**src/rtl/reg_bank_if.sv**
```systemverilog
// reg_bank_if: bus bundle between the CPU datapath (master) and reg_bank (slave).
// Carries the write port, both read ports, the register-0 tap and the clear-sweep handshake.
interface reg_bank_if #(
  parameter int W  = 8,
  parameter int PW = 4
);
  logic [W-1:0]  dat_in;
  logic          wr_en;
  logic [PW-1:0] wr_addr;
  logic [PW-1:0] rd_addrA;
  logic [PW-1:0] rd_addrB;
  logic          clr_req;
  logic [W-1:0]  datA_out;
  logic [W-1:0]  datB_out;
  logic [W-1:0]  dat0_out;
  logic          vldA;
  logic          vldB;
  logic          busy;

  modport master (
    output dat_in, wr_en, wr_addr, rd_addrA, rd_addrB, clr_req,
    input  datA_out, datB_out, dat0_out, vldA, vldB, busy
  );

  modport slave (
    input  dat_in, wr_en, wr_addr, rd_addrA, rd_addrB, clr_req,
    output datA_out, datB_out, dat0_out, vldA, vldB, busy
  );
endinterface

```
**src/rtl/reg_bank.sv**
```systemverilog
// reg_bank: DEPTH x W register bank, two combinational read ports, register-0 tap,
// one clocked write port, per-entry valid bits and a sequential clear sweep.
// Optional build macro REG_BANK_BYPASS_EN forwards same-cycle write data to the read ports.
module reg_bank #(
  parameter int W  = 8,
  parameter int PW = 4
) (
  input logic       clk,
  input logic       rst_n,
  reg_bank_if.slave bus
);
  localparam int DEPTH = 2 ** PW;

  localparam logic [0:0] ST_IDLE  = 1'b0;
  localparam logic [0:0] ST_SWEEP = 1'b1;

  logic [0:0]    state_q, state_d;
  logic [PW-1:0] ptr_q, ptr_d;
  logic [W-1:0]  core_q [DEPTH];
  logic [DEPTH-1:0] vld_q;
  logic          busy;
  logic          wr_fire;
  logic [W-1:0]  rd_a, rd_b, rd_0;
  logic          v_a, v_b;

  assign busy    = (state_q == ST_SWEEP);
  // Writes are dropped during a sweep; reset gating keeps outputs at zero while held in reset.
  assign wr_fire = bus.wr_en && !busy && rst_n;

  // Next-state logic for the clear-sweep FSM and its pointer.
  // NOTE: every always_comb output gets a default first so no latch can be inferred.
  always_comb begin
    state_d = state_q;
    ptr_d   = ptr_q;
    case (state_q)
      ST_IDLE: begin
        if (bus.clr_req) begin
          state_d = ST_SWEEP;
          ptr_d   = '0;
        end
      end
      ST_SWEEP: begin
        if (&ptr_q) begin
          state_d = ST_IDLE;
          ptr_d   = '0;
        end else begin
          ptr_d = ptr_q + 1'b1;
        end
      end
      default: begin
        state_d = ST_IDLE;
        ptr_d   = '0;
      end
    endcase
  end

  // FSM state and sweep pointer registers.
  // NOTE: sequential state is updated with non-blocking assignments only.
  always_ff @(posedge clk or negedge rst_n) begin
    if (!rst_n) begin
      state_q <= ST_IDLE;
      ptr_q   <= '0;
    end else begin
      state_q <= state_d;
      ptr_q   <= ptr_d;
    end
  end

  // Storage: sweep clears one entry per cycle, otherwise the write port updates an entry.
  // NOTE: the storage array is reset on purpose -- reset must clear every entry immediately,
  // so it is built from resettable flops rather than a RAM macro.
  always_ff @(posedge clk or negedge rst_n) begin
    if (!rst_n) begin
      for (int i = 0; i < DEPTH; i++) core_q[i] <= '0;
      vld_q <= '0;
    end else if (busy) begin
      core_q[ptr_q] <= '0;
      vld_q[ptr_q]  <= 1'b0;
    end else if (wr_fire) begin
      core_q[bus.wr_addr] <= bus.dat_in;
      vld_q[bus.wr_addr]  <= 1'b1;
    end
  end

  // Combinational read ports, with optional same-cycle write forwarding.
  always_comb begin
    rd_a = core_q[bus.rd_addrA];
    rd_b = core_q[bus.rd_addrB];
    rd_0 = core_q[0];
    v_a  = vld_q[bus.rd_addrA];
    v_b  = vld_q[bus.rd_addrB];
`ifdef REG_BANK_BYPASS_EN
    if (wr_fire) begin
      if (bus.rd_addrA == bus.wr_addr) begin
        rd_a = bus.dat_in;
        v_a  = 1'b1;
      end
      if (bus.rd_addrB == bus.wr_addr) begin
        rd_b = bus.dat_in;
        v_b  = 1'b1;
      end
      if (bus.wr_addr == '0) rd_0 = bus.dat_in;
    end
`else
    // Without forwarding, a read of the entry being written returns its pre-write value.
`endif
  end

  assign bus.datA_out = rd_a;
  assign bus.datB_out = rd_b;
  assign bus.dat0_out = rd_0;
  assign bus.vldA     = v_a;
  assign bus.vldB     = v_b;
  assign bus.busy     = busy;
endmodule

```
**src/flat_wrapper.sv**
```systemverilog
// flat-port wrapper written by rule: the top's interface ports become plain ports
module reg_bank_flat 
#(
  parameter int W  = 8,
  parameter int PW = 4
)
  (clk, rst_n, bus_dat_in, bus_wr_en, bus_wr_addr, bus_rd_addrA, bus_rd_addrB, bus_clr_req, bus_datA_out, bus_datB_out, bus_dat0_out, bus_vldA, bus_vldB, bus_busy);
  reg_bank_if #(.W(W), .PW(PW)) bus_i ();
  input logic clk;
  input logic rst_n;
  input wire logic [$bits(bus_i.dat_in)-1:0] bus_dat_in;
  input wire logic [$bits(bus_i.wr_en)-1:0] bus_wr_en;
  input wire logic [$bits(bus_i.wr_addr)-1:0] bus_wr_addr;
  input wire logic [$bits(bus_i.rd_addrA)-1:0] bus_rd_addrA;
  input wire logic [$bits(bus_i.rd_addrB)-1:0] bus_rd_addrB;
  input wire logic [$bits(bus_i.clr_req)-1:0] bus_clr_req;
  output wire logic [$bits(bus_i.datA_out)-1:0] bus_datA_out;
  output wire logic [$bits(bus_i.datB_out)-1:0] bus_datB_out;
  output wire logic [$bits(bus_i.dat0_out)-1:0] bus_dat0_out;
  output wire logic [$bits(bus_i.vldA)-1:0] bus_vldA;
  output wire logic [$bits(bus_i.vldB)-1:0] bus_vldB;
  output wire logic [$bits(bus_i.busy)-1:0] bus_busy;
  assign bus_i.dat_in = bus_dat_in;
  assign bus_i.wr_en = bus_wr_en;
  assign bus_i.wr_addr = bus_wr_addr;
  assign bus_i.rd_addrA = bus_rd_addrA;
  assign bus_i.rd_addrB = bus_rd_addrB;
  assign bus_i.clr_req = bus_clr_req;
  assign bus_datA_out = bus_i.datA_out;
  assign bus_datB_out = bus_i.datB_out;
  assign bus_dat0_out = bus_i.dat0_out;
  assign bus_vldA = bus_i.vldA;
  assign bus_vldB = bus_i.vldB;
  assign bus_busy = bus_i.busy;
  reg_bank #(.W(W), .PW(PW)) u_core (.clk(clk), .rst_n(rst_n), .bus(bus_i));
endmodule
```
**config.mk**
```make
export PLATFORM = sky130hd
export DESIGN_NAME = reg_bank_flat
export DESIGN_NICKNAME = d
export VERILOG_FILES = /design/src/rtl/reg_bank_if.sv /design/src/rtl/reg_bank.sv /design/src/flat_wrapper.sv
export SDC_FILE = /design/constraint.sdc
export NUM_CORES = 1
export LEC_CHECK = 0
export ABC_CLOCK_PERIOD_IN_PS = 3050
export CORE_MARGIN = 4
export CORE_UTILIZATION = 30
export DETAILED_ROUTE_END_ITERATION = 6
export GPL_TIMING_DRIVEN = 0
export HOLD_SLACK_MARGIN = 0.06
export PLACE_DENSITY = 0.51
export SLEW_MARGIN = 40
export SYNTH_ARGS = -nofsm -noshare
export SYNTH_HDL_FRONTEND = slang
export SYNTH_SLANG_ARGS = --single-unit
```
**constraint.sdc**
```tcl
create_clock -name clk -period 3.05 [get_ports clk]
set_clock_uncertainty 0.2 [all_clocks]
set_input_delay 0.61 -clock clk [delete_from_list [all_inputs] [get_ports clk]]
set_output_delay 0.61 -clock clk [all_outputs]
set_load 0.01 [all_outputs]
```
==> qor_table.md <==
| Parameter | Value |
|---|---|
| Number of buffers created by CTS | 17 |
| Most used flip-flop cell after synthesis | sky130_fd_sc_hd__dfrtp_1 |
| Crit. End Element | primary output |
| Number of buffers and inverters on the critical path | 3 |
| Number of flops mapped to enable cells by yosys | 0 |
| Syn Nets | 797 |
| Post-DP HPWL | 19.4 mm |
| Area fraction in compound gates after synthesis | 12.8% |
| Setup TNS | 0 ns |
| Placed cell count | 1142 |
| Cell row count | 59 |
| Required time worst endpoint | 2.24 ns |
| Share of the synthesized netlist area taken by xor and xnor gates | 0.108% |
| Gpl congestion | 0.925 |
| Multiplexer fraction of the synthesized cell area | 20.1% |
| Net count, final | 858 |
| Register area share after synthesis | 46.2% |
| Overflow left after global routing | 0 |
| Vias after detailed routing | 6563 |
| Total of max-cap violations | 0 |
| Total count of max-transition violations in the final report | 0 |
| Cell with the biggest individual delay on the critical path | sky130_fd_sc_hd__mux4_2 |
| Die Height | 172 um |
| Horiz. Die Dim | 172 um |
| Die area | 29600 sq um |
| Largest family of logic cells by synthesized area | multiplexers |
| Class of the tightest hold or removal check | flop to flop |
| First-pass iteration count of the detailed router | 5 |
| Avg Cell Area, Syn | 10.5 sq um |
| Antenna cell count | 0 |
| RSZ-0062 raised after global routing | false |
| Detailed-route wire length | 26.9 mm |
| Remaining design rule violation count | 0 |
| CTS tree | done |
| Cell chain of the critical path | buf_12, buf_12, mux4_2, a22oi_2, nand2_1, dlygate4sd2_1 |
| Maximum fanout count along the critical path | 17 |
| Via count of the first global-routing pass | 6337 |
| Post-route worst setup slack | 0.0579 ns |
| Post-Place Setup Slack | -0.710 ns |
| Layout-stage area growth over the synthesis result | 23.1% |
| Number of port buffers | 37 |
| Actual slew at the worst max-slew pin | 0.840 ns |
| Max_slew headroom | 44.0% |
| H-tree level count | 4 |
| Clock tree sinks | 149 |
| Proportion of layout cells with a drive suffix above 1 | 21.9% |
| Number of ports placed on the die boundary | 51 |
| Static leakage | 4.30 nW |
| Overall power after layout | 0.00740 W |
| Most frequent cell on the critical path | sky130_fd_sc_hd__buf_12 |
| Initial drt markers | 593 |
| Max Freq | 0.334 GHz |
| Synth Area in Adders | 0.774% |
| Via density | 5.58 |
| Setup Viol. Count Final | 0 |
| Placeable core area | 26300 sq um |
| Simple-gate area share of the yosys netlist | 15.4% |
| Worst min-delay path startpoint | u_core.vld_q[2]$_DFFE_PN0P_ |
| CP Data Arrival Time | 2.18 ns |
| Power per cell area | 744 nW/um^2 |
| Min Clock Period, post-route | 2.99 ns |
| Final cell count without fillers | 1176 |
| Critical path class | input port to primary output |
| Part of the cycle the worst path needs | 98.1% |
| Yosys reg bits | 149 |
| Peak supply drop | 0.000379 V |
| Antenna violations before repair | 0 |
| Netlist Area Pre-Place | 8080 sq um |
| Post-Place Cell Area | 8970 sq um |
| Wire length of the first global-routing pass | 40.6 mm |
| CTS clock-pin slew for the worst setup and hold paths | 0.06 ns |
| Warning count from the yosys run | 0 |
| Starting utilization of the core area | 30.7% |
| Maximum number of pins on one net before global-route repair | 71 |
| Result of the run | complete, no violations |
| Bufs on Longest Clock Path | 2 |
| Clock Latency Late Sink | 0.43 ns |
| Count of distinct cell types in the synthesized netlist | 36 |
| Gate Count Post-Synth | 768 |
| Worst R2R Start | u_core.bus.busy$_DFF_PN0_ |
| Final routed wire length divided by cell count | 22.9 um |
| Delay of the slowest critical-path stage | 0.56 ns |
| Final Instance Area | 9950 sq um |
| Antenna violation net count after detailed routing | 0 |
| Async set or reset register ratio after synthesis | 100% |
| Setup crit start kind | input port |
| Largest delay contributor family on the critical path | buffers and inverters |
| Timing startpoint of the critical path | bus_rd_addrA[0] |
| Final Hold Fails | 0 |
| Buffer type at the clock tree root | sky130_fd_sc_hd__clkbuf_16 |
| Overall Global Routing Usage | 18.7% |
==> cell usage in the layout (no fill, tap or decap), drive strengths merged, types with 13 or more instances in the layout <==
cell type and instances:
dfrtp 149, o21ai 129, buf 41, a22oi 36, nand2 178, clkbuf 55, clkdlybuf4s50 14, mux4 72
inv 13, nand3 65, dlygate4sd2 21
==> where the power goes <==
group / internal [W] / switching, W
Sequential: 0.00251 / 0.000474
Combinational: 0.00100 / 0.00111
Clock: 0.00148 / 0.000836
Total: 0.00499 / 0.00242
==> flip-flops by register name, summed over array words and instances, names as in the netlist <==
| name | flops |
|---|---|
| u_core.ptr_q | 4 |
| u_core.core_q | 120 |
| u_core.bus.dat0_out | 8 |
| u_core.bus.busy | 1 |
| u_core.vld_q | 16 |
==> area by class of cell <==
class / count / area [sq um]
buffer: 65 / 488
clock buffer: 24 / 502
inverter: 13 / 48.8
timing repair buffer: 45 / 474
fill: 2594 / 16300
sequential: 149 / 3730
clock inverter: 7 / 143
tap: 335 / 419
multi-input combinational: 538 / 4140
==> final timing paths <==
| check | endpoint | slack (ns) | cells past startpoint |
|---|---|---|---|
| max in group asynchronous | u_core.core_q[16]$_DFFE_PN0P_ | 0.98 | 3 |
| worst max register to register | u_core.core_q[46]$_DFFE_PN0P_ | 0.76 | 6 |
| min in group asynchronous | u_core.core_q[86]$_DFFE_PN0P_ | 0.56 | 3 |
| worst min-delay path | u_core.vld_q[2]$_DFFE_PN0P_ | 0.30 | 2 |
| worst min register to register | u_core.vld_q[2]$_DFFE_PN0P_ | 0.30 | 2 |
| worst max-delay path | bus_datA_out[4] | 0.06 | 6 |
==> metrics by stage <==
stage,hold slack (ns),util [%]
after floorplan,0.114,-
after global placement,0.272,33.7
after detailed placement,0.250,34.1
after CTS,0.294,37.7
after global routing,0.324,37.8
final,0.296,37.8
==> cells in the mapped netlist (all sizes together), types with 2 or more instances <==
| master | n | area share [%] |
|---|---|---|
| o21ai | 129 | 8.0 |
| nand2b | 2 | 0.15 |
| or3 | 6 | 0.46 |
| nor2b | 4 | 0.31 |
| inv | 13 | 0.60 |
| nor2 | 3 | 0.14 |
| o31ai | 2 | 0.19 |
| a22oi | 36 | 3.3 |
| dfrtp | 149 | 46 |
| and3 | 2 | 0.15 |
| a21o | 10 | 0.93 |
| buf | 37 | 2.6 |
| nor3b | 2 | 0.19 |
| ha | 5 | 0.77 |
| clkbuf | 31 | 1.4 |
| nand3 | 65 | 4.0 |
| and3b | 2 | 0.22 |
| nand2 | 178 | 8.3 |
| nor3 | 7 | 0.43 |
| mux4 | 72 | 20 |
| and2 | 2 | 0.15 |
==> cells by family (layout without fill, tap and decap cells) <==
group | after synthesis | in the layout
buf+inv | 81 | 154
flops | 149 | 149
simple gates | 279 | 279
compound gates | 181 | 181
fa+ha+maj | 5 | 5
mux | 72 | 72
xor+xnor | 1 | 1
==> what timing repair did <==
| action | in CTS | in global routing |
|---|---|---|
| gates cloned | 0 | 1 |
| hold buffers | 2 | 0 |
| setup buffers | 2 | 1 |
| gates resized for setup | 100 | 8 |
| setup endpoints to repair | 18 | 50 |
| pin swaps | 12 | 5 |
| endpoints found under the hold margin | 15 | 0 |
==> worst reg2reg max path, delay by kind of cell (launching register included) <==
kind / cells / cell delay [ns]
buffers and inverters: 2 / 0.46
flip-flops: 1 / 0.46
AO/OA/AOI/OAI: 1 / 0.08
AND/OR/NAND/NOR: 3 / 0.94
==> per-layer routing <==
layer	vias to the layer above	GRT usage, %	share of wire (%)
met1	3322	26.6	43
li1	2920	-	-
met4	0	7.35	3.5
met2	282	27.2	44
met5	-	0	0
met3	39	5.30	9.0
(Power assumes the default switching activity.)
